===== config.mk =====
export PLATFORM = sky130hd
export DESIGN_NAME = booth_mult_32
export DESIGN_NICKNAME = d
export VERILOG_FILES = /design/src/rtl/booth_mult_32.sv
export SDC_FILE = /design/constraint.sdc
export NUM_CORES = 1
export LEC_CHECK = 0
export CORE_MARGIN = 5
export CORE_UTILIZATION = 45
export CTS_BUF_LIST = sky130_fd_sc_hd__clkbuf_2 sky130_fd_sc_hd__clkbuf_4 sky130_fd_sc_hd__clkbuf_8
export DETAILED_ROUTE_END_ITERATION = 16
export PLACE_DENSITY = 0.73
export RECOVER_POWER = 25
export SYNTH_ARGS = -nofsm -noshare
export SYNTH_HDL_FRONTEND = slang
export SYNTH_SLANG_ARGS = --single-unit

===== constraint.sdc =====
create_clock -name clk -period 4.34 [get_ports clk]
set_clock_uncertainty 0.15 [all_clocks]
set_input_delay 0.651 -clock clk [delete_from_list [all_inputs] [get_ports clk]]
set_output_delay 0.651 -clock clk [all_outputs]
set_load 0.02 [all_outputs]

===== src/rtl/booth_mult_32.sv =====
// Radix-2 Booth iterative 32x32 signed multiplier with a 32-cycle latency.
// Define MULT_OVF_EN to build the signed-32-bit overflow flag on data_exception.
module booth_mult_32 (
    input  logic        clk,
    input  logic        reset,
    input  logic [31:0] data_operandA,
    input  logic [31:0] data_operandB,
    input  logic        ctrl_MULT,
    output logic [31:0] data_result,
    output logic        data_exception,
    output logic        data_resultRDY
);

    typedef enum logic {IDLE, BUSY} state_t;

    state_t      state_q, state_d;
    logic [64:0] p_q, p_d;
    logic [31:0] m_q, m_d;
    logic [5:0]  cnt_q, cnt_d;
    logic [31:0] res_q, res_d;
    logic        rdy_q, rdy_d;
    logic [31:0] acc;
    logic [32:0] sum;
    logic [64:0] p_step;

    // One Booth step: a 33-bit add/sub keeps the sign correct for M = -2^31.
    always_comb begin
        acc = p_q[64:33];
        case (p_q[1:0])
            2'b01:   sum = {acc[31], acc} + {m_q[31], m_q};
            2'b10:   sum = {acc[31], acc} - {m_q[31], m_q};
            default: sum = {acc[31], acc};
        endcase
        p_step = {sum, p_q[32:1]};
    end

`ifdef MULT_OVF_EN
    logic exc_q, exc_d;
`endif

    always_comb begin
        state_d = state_q;
        p_d     = p_q;
        m_d     = m_q;
        cnt_d   = cnt_q;
        res_d   = res_q;
        rdy_d   = 1'b0;
`ifdef MULT_OVF_EN
        exc_d   = exc_q;
`endif
        if (state_q == BUSY) begin
            p_d   = p_step;
            cnt_d = cnt_q + 6'd1;
            if (cnt_q == 6'd31) begin
                state_d = IDLE;
                res_d   = p_step[32:1];
                rdy_d   = 1'b1;
`ifdef MULT_OVF_EN
                exc_d   = (p_step[64:33] != {32{p_step[32]}});
`endif
            end
        end
        // A new request overrides the step but a coincident completion stands.
        if (ctrl_MULT) begin
            state_d = BUSY;
            p_d     = {32'h0, data_operandB, 1'b0};
            m_d     = data_operandA;
            cnt_d   = 6'd0;
        end
    end

    always_ff @(posedge clk or negedge reset) begin
        if (!reset) begin
            state_q <= IDLE;
            p_q     <= '0;
            m_q     <= '0;
            cnt_q   <= '0;
            res_q   <= '0;
            rdy_q   <= 1'b0;
        end else begin
            state_q <= state_d;
            p_q     <= p_d;
            m_q     <= m_d;
            cnt_q   <= cnt_d;
            res_q   <= res_d;
            rdy_q   <= rdy_d;
        end
    end

`ifdef MULT_OVF_EN
    always_ff @(posedge clk or negedge reset) begin
        if (!reset) exc_q <= 1'b0;
        else        exc_q <= exc_d;
    end
    assign data_exception = exc_q;
`else
    assign data_exception = 1'b0;
`endif

    assign data_result    = res_q;
    assign data_resultRDY = rdy_q;

endmodule


======== After elaboration in Yosys (flattened, before gate mapping) ========
Index checks and enable logic that the tools add are counted.
word-level totals
  register bits ........................... 137
  output and inout bits ................... 34
operators by class
  reduce and logical (&&, ||, !) cells .... 4
  equal/unequal tests ..................... 3
  add/sub/neg operators ................... 3
  muxes and demuxes ....................... 10
operators by type and width
  cell                 number
  $mux 65              2
  $pmux 33 s2          1
  $add 32x32->33       1
  $sub 32x32->33       1
  $mux 6               2
  $add 6x1->6 const B  1
  $eq 6x5->1 const B   1
  $mux 1               5
  $reduce_and 2->1     2
  $reduce_bool 3->1    1
  $eq 2x1->1 const B   1
  $eq 2x2->1 const B   1
  $reduce_bool 2->1    1

======== Depth between registers and ports, before layout ========
Gate-level depths: netlist of the first run.
  word-level depth ........................ 4
  depth in mapped cells ................... 17

======== Worst setup path before layout of the first run ========
Ideal clock, no wire load.
  path kind ............................... register to register
  start ................................... register m_q[7]
  end ..................................... register p_q[59]
  slack ................................... 305 ps
  cell stages (with the launch flop) ...... 18
  library setup time ...................... 99 ps
  data arrival time ....................... 3786 ps
  clock period less this slack ............ 4035 ps
  data required time ...................... 4091 ps
  path through ............................ dfrtp_1 > or4_1 > nor2_1 > nand2_1 > nor2_1 > nand2_1 > nor2_1 > nor2_1 > xnor2_1 > ha_1 > a21o_1 > a221o_1 > a31oi_1 > nor2_1 > nor4_2 > nor3_1 > or3b_1 > a311oi_1
on the way
  cells in the longest elaborated chain, start to end .. 4
RTL lines
  item                                              line    source
  start: declaration                                18      logic [31:0] m_q, m_d;
  start signal: assignment                          83      m_q <= m_d;
  $sub 32x32->33 or $add 32x32->33 (tied branches)  31, 30
  $pmux 33 s2 (*)                                   29      case (p_q[1:0])
  $mux 65 (*)                                       51      if (state_q == BUSY) begin
  $mux 65 (*)                                       64      if (ctrl_MULT) begin
  end signal: assignment                            82      p_q <= p_d;
  end: declaration                                  17      logic [64:0] p_q, p_d;
Every way passes the cells marked *; elsewhere a longest branch is shown, timed or not. The select of a mux whose other input is x is not followed.
A chain may end at the register's enable or synchronous reset.

======== Worst setup path in the final report of the first run ========
  start ................................... register m_q[9]
  end ..................................... register p_q[59]
The elaborated chain is that of the path after synthesis.

==> results of run 1 <==
cell usage after synthesis (15+ instances only):
cell	count
mux2i_1	40
nand2_1	93
inv_1	23
nor2_1	78
a211oi_1	15
o21ai_0	74
dfrtp_1	137
xnor2_1	45
ha_1	36
a21oi_1	50
clkbuf_1	40
mux2_2	55
power by group:
part	internal, mW	leakage, nW	total [mW]	switching [mW]
sequential	1.42	1.76	1.57	0.148
combinational	0.774	2.64	1.67	0.900
clock	0.566	0.211	1.09	0.527
per-stage QoR:
stage	power [mW]	TNS (ps)	setup WS (ps)	cell area, sq um
after global routing	4.65	-3.19	-3.19	10000
after detailed placement	3.20	0	31.0	9550
after global placement	3.18	0	68.2	9550
final	4.34	0	247	10000
after floorplan	2.76	0	305	8230
after CTS	4.31	-2.96	-2.96	9960
final cells by class:
type | count | area (sq um)
timing repair buffer | 126 | 1210
sequential | 137 | 3430
tap | 229 | 287
fill | 1587 | 7930
clock buffer | 21 | 277
clock inverter | 11 | 136
multi-input combinational | 661 | 4600
inverter | 24 | 90.1
path summary, 6_finish.rpt:
check	to	slack (ps)	cells past startpoint
setup / recovery	p_q[59]$_DFFE_PN0P_	250	16
hold / removal	data_result[19]$_DFFE_PN0P_	360	1
setup reg to reg	p_q[59]$_DFFE_PN0P_	250	16
hold reg to reg	data_result[19]$_DFFE_PN0P_	360	1
max in group asynchronous	state_q$_DFF_PN0_	1670	1
min in group asynchronous	p_q[43]$_DFFE_PN0P_	720	1
layout by cell type, fill, tap and decap left out, types with 8 or more instances in the layout:
cell             Yosys  routed
dfrtp_1            137     136
clkdlybuf4s50_1      0      96
nand2_1             93      93
nor2_1              78      75
o21ai_0             74      73
mux2_2              55      55
a21oi_1             50      48
xnor2_1             45      45
mux2i_1             40      40
ha_1                36      34
buf_4                1      26
inv_1               23      23
clkbuf_8             0      19
a211oi_1            15      14
nor3_1              14      13
a311oi_1            14      13
nand4_1             12      12
nand2b_1            11      11
a21o_1              11      11
xor2_1              10      10
o211ai_1             9       9
nor2b_1              8       8
a31oi_1              9       8
nand3_1              8       8
cells by family after synthesis:
logic type / synth area share, %
xor gates and xnor gates: 5.85
and+or+nand+nor: 15.0
AOI/OAI and AO/OA: 16.0
adders and majority gates: 5.71
DFF: 41.6
muxes: 12.4
buffers and inverters: 3.37
other: 0.0455
state kept, by name, summed over array words and instances, names as in the netlist:
name,count
data_resultRDY,1
data_result,32
cnt_q,6
state_q,1
m_q,32
p_q,65
per-layer routing:
layer	routed length (um)	part of all wire, %	vias up
met5	0	0	-
li1	-	-	3291
met1	8700	46	3173
met2	9060	48	150
met4	348	1.8	0
met3	870	4.6	32
worst reg2reg max path, delay by kind of cell (launching register included):
family | cells | cell delay [ps]
and+or+nand+nor | 8 | 2010
xor gates and xnor gates | 1 | 140
buffers and inverters | 2 | 310
DFF | 1 | 410
AOI/OAI and AO/OA | 4 | 630
adders and majority gates | 1 | 340
timing repair:
item,4_1_cts,5_1_grt
gates resized for setup,0,15
setup endpoints to repair,1,9
buffers inserted,0,2
gates cloned,0,0
pin swaps,0,5
==> impl_metrics.csv, run 1 <==
group,metric,value,unit
run_status,status,"complete, but fails checks",
run_status,violations,"max-capacitance violations, max-slew violations",
flow_run,maxCapViolCount,1,
grt,grt_use_met3,3.59,%
synthesis,ys_seq_elements,137,
placed_design,io_buffers,99,
floorplan,rows,49,
clock_tree,root_buffer,"clkbuf_8",
critical_path,crit_type,"flip-flop to flip-flop",
sta,hold_violations,0,
synthesis,syn_inst,871,
placed_design,place_inst,1175,
sta,max_slew_margin,-51.3,%
clock_tree,numCtsBuffers,17,
clock_tree,cts_tree,"built",
route,drt_iter0_drc,458,
critical_path,cpPeakStageDelay,570,ps
synthesis,yosys_warnings,0,
cells_and_area,stdcell_count,1209,
clock_tree,htree_num_levels,4,
power,ir_drop,0.246,mV
floorplan,start_util,45.8,%
clock_tree,holdBufCountCts,0,
clock_tree,cts_sinks,137,
placed_design,gp_congestion,0.883,
route,vias,6646,
route,ant_nets,0,
cells_and_area,area_growth,21.8,%
critical_path,required,4540,ps
route,drt_wl_total,19.0,mm
critical_path,cp-startpoint,"m_q[9]$_DFFE_PN0P_",
critical_path,crit_buf_inv,2,
critical_path,crit_chain,"or4_4, or2_1, nor2_1, buf_4, a21oi_1, xnor2_1, ha_1, nand4_1, nor2_1, nand4_1, a21oi_2, nor4_2, buf_4, o21ai_0, or3b_1, a311oi_2",
route,dr.pass1.iters,4,
clock_tree,clk_pin_slew,80,ps
sta,setup_violations,0,
synthesis,yosys.cell_types.count,62,
grt,grt_pass1_vias,6561,
grt,use_met2,29.3,%
synthesis,synth_area,8230,sq um
floorplan,ios,101,
synthesis,synth_top_flop_cell,"dfrtp_1",
placed_design,dp_hpwl,13.5,mm
grt,grt-ovfl-total,0,
cells_and_area,antenna_cells,0,
synthesis,synth_nets,975,
grt,grt_pass1_wl,32.6,mm
synthesis,synth_area_per_cell,9.45,sq um
synthesis,synth_top_area_cell,"dfrtp_1",
sta,period_share,94.3,%
critical_path,cp_top_family,"simple AND/OR/NAND/NOR gates",
sta,hold_slack,360,ps
route,drc,0,
sta,worst_pin_slew,2270,ps
synthesis,synth_edf_count,0,
sta,maxSlewViolCount,93,
power,power.density,432,nW/um^2
floorplan,die_w,145,um
grt,antenna_found_initial,0,
min_path,hold_path.class,"flip-flop to flip-flop",
critical_path,crit_slowest_cell,"or4_4",
grt,grt_busiest_layer,"met2",
synthesis,async_flop_share,100,%
critical_path,arrival,4300,ps
cells_and_area,final_util,55.8,%
route,wl_per_cell,15.7,um
sta,max_freq,0.244,GHz
grt,grt.total_usage,18.3,%
floorplan,die_h,145,um
sta,period_minus_slack,4090,ps
floorplan,die_area,21100,sq um
critical_path,endpoint_kind,"flip-flop",
floorplan,core,18000,sq um
min_path,hold_path.startpoint,"data_result[19]$_DFFE_PN0P_",
cells_and_area,layout-drive-gt1-share,14.3,%
clock_tree,clk_latency,460,ps
power,leakagePower,4.61,nW
clock_tree,clock_path_buffers,2,
synthesis,ys_top_cells_by_area,"dfrtp_1 42%, mux2_2 7.5%, ha_1 5.5%, mux2i_1 4.9%, xnor2_1 4.8%",
critical_path,r2r-start,"m_q[9]$_DFFE_PN0P_",
critical_path,crit_fanout,4,
grt,use_met1,25.3,%
route,vias_per_cell,5.50,
synthesis,synth_top_area_share,41.6,%
cells_and_area,finalNetCount,1071,
grt,grt_max_degree,93,
critical_path,crit_path_start_kind,"flip-flop",
synthesis,seq_area_frac_synth,41.6,%
Power figures use the tool's default switching activity.
==> run 2: changes to the inputs <==
CORE_MARGIN = 3   (was 5)
DONT_BUFFER_PORTS = 1   (was default)
PLACE_DENSITY = 0.66   (was 0.73)
SLEW_MARGIN = 0   (was default)
==> run 2 against run 1 <==
Effect of this change: the run ends with negative hold slack left; flip-flop and latch count unchanged; combinational power decreased by 5%; critical path depth decreased by 1; via count decreased by 4.6%; non-clock buffer count decreased by 99; sequential share of layout area increased by 3.7 points; setup slack got worse by 42 ps; largest power group unchanged; highest routed layer is now met5.
==> impl_metrics.csv, run 2 (synthesized netlist as in run 1, its figures left out) <==
group,metric,value,unit
run_status,status,"complete, but fails checks",
run_status,violations,"negative hold slack",
clock_tree,clk_latency,460,ps
floorplan,die_h,141,um
critical_path,crit_slowest_cell,"or4_1",
sta,hold_slack,-26.0,ps
route,ant_nets,0,
route,dr.pass1.iters,4,
cells_and_area,final_cell_mix,"136 x dfrtp_1, 92 x nand2_1, 75 x nor2_1",
flow_run,maxCapViolCount,0,
min_path,hold_path.class,"primary input to async pin",
critical_path,crit_type,"flip-flop to flip-flop",
grt,grt_pass1_wl,31.0,mm
sta,period_share,95.3,%
floorplan,die_area,20000,sq um
floorplan,start_util,46.8,%
sta,max_freq,0.242,GHz
critical_path,crit_path_start_kind,"flip-flop",
grt,grt-ovfl-total,0,
grt,grt_max_degree,148,
cells_and_area,mostFrequentLayoutCell,"dfrtp_1",
critical_path,crit_buf_inv,1,
sta,fin_tns_setup,0,ps
route,vias,6338,
cells_and_area,nFillCells,1617,
critical_path,crit_fanout,4,
cells_and_area,final_util,51.4,%
clock_tree,root_buffer,"clkbuf_8",
clock_tree,htree_num_levels,4,
sta,max_slew_margin,32.3,%
sta,period_minus_slack,4130,ps
route,drc,0,
critical_path,required,4550,ps
floorplan,core,17600,sq um
sta,hold_violations,19,
placed_design,dp_hpwl,12.8,mm
floorplan,ios,101,
sta,setup_violations,0,
critical_path,endpoint_kind,"flip-flop",
cells_and_area,seq_area,3430,sq um
cells_and_area,largest_reg_flops,65,
cells_and_area,finalNetCount,972,
route,drt_iter0_drc,298,
grt,grt_pass1_vias,6238,
floorplan,die_w,141,um
sta,worst_pin_slew,1010,ps
grt,grt.total_usage,19.0,%
clock_tree,clock_path_buffers,2,
route,wl_per_cell,16.9,um
critical_path,cpPeakStageDelay,610,ps
power,totalPowerFinal,4.25,mW
floorplan,rows,48,
cells_and_area,area_growth,9.80,%
clock_tree,numCtsBuffers,17,
route,drt_wl_total,18.7,mm
cells_and_area,antenna_cells,0,
clock_tree,clk_pin_slew,80,ps
cells_and_area,top_register,"p_q",
power,leakagePower,4.24,nW
sta,maxSlewViolCount,0,
critical_path,arrival,4340,ps
critical_path,cp_top_family,"compound AO/OA/AOI/OAI gates",
cells_and_area,multiInputGateArea,4610,sq um
grt,antenna_found_initial,1,
power,ir_drop,0.264,mV
cells_and_area,layout-drive-gt1-share,15.7,%
route,vias_per_cell,5.73,
clock_tree,cts_tree,"built",
placed_design,gp_congestion,0.905,
clock_tree,cts_sinks,137,
placed_design,io_buffers,0,
power,power.density,470,nW/um^2
critical_path,crit_chain,"or4_1, or3_4, nor4_2, buf_4, a21oi_1, xnor2_1, ha_1, a21o_1, a21o_1, a21oi_2, nor2_1, a21oi_1, a31oi_1, a311o_1, a311oi_1",
run 2: power by group:
part           switching [mW]  internal, mW  total, mW
logic                   0.874         0.712       1.59
clock network           0.557         0.541       1.10
registers               0.146          1.42       1.57
total                    1.58          2.67       4.25
run 2: stage by stage:
stage / area [sq um] / instances / setup slack (ps)
2_1_floorplan: 8230 / 871 / 305
3_3_place_gp: 8530 / 1072 / 102
3_5_place_dp: 8530 / 1072 / -20.1
4_1_cts: 8960 / 1105 / 48.5
5_1_grt: 9040 / 1106 / -26.5
6_report: 9040 / 1106 / 205
run 2: timing repair:
item / CTS / global route
setup endpoints to repair: 2 / 8
setup buffers: 0 / 1
pin swaps: 0 / 7
cloned: 0 / 0
hold endpoints to repair: 137 / 0
hold buffers: 1 / 0
resized for setup: 1 / 16
run 2: area by class of cell:
type	instances	area share, %
clock inverters	14	1.76
inverters	24	0.996
multi-input cells	661	51.0
flip-flops and latches	137	38.0
well taps	225	3.11
repair buffers	27	2.46
clock buffers	18	2.74
run 2: routing by layer:
| layer | wire, um | GRT usage [%] | vias up | part of all wire (%) |
|---|---|---|---|---|
| li1 | - | - | 3104 | - |
| met1 | 8550 | 26.0 | 3071 | 46 |
| met2 | 8910 | 30.1 | 132 | 48 |
| met3 | 839 | 3.98 | 29 | 4.5 |
| met4 | 346 | 6.53 | 2 | 1.9 |
| met5 | 13 | 0 | - | 0.070 |
run 2: final timing paths:
check	from	to	slack (ps)	cells past startpoint
max	m_q[20]$_DFFE_PN0P_	p_q[62]$_DFFE_PN0P_	210	15
min	reset	m_q[10]$_DFFE_PN0P_	-30	1
max reg2reg	m_q[20]$_DFFE_PN0P_	p_q[62]$_DFFE_PN0P_	210	15
min reg2reg	p_q[2]$_DFFE_PN0P_	data_result[0]$_DFFE_PN0P_	380	1
max in group asynchronous	reset	state_q$_DFF_PN0_	3400	1
min in group clk	ctrl_MULT	cnt_q[0]$_DFFE_PN0P_	130	1
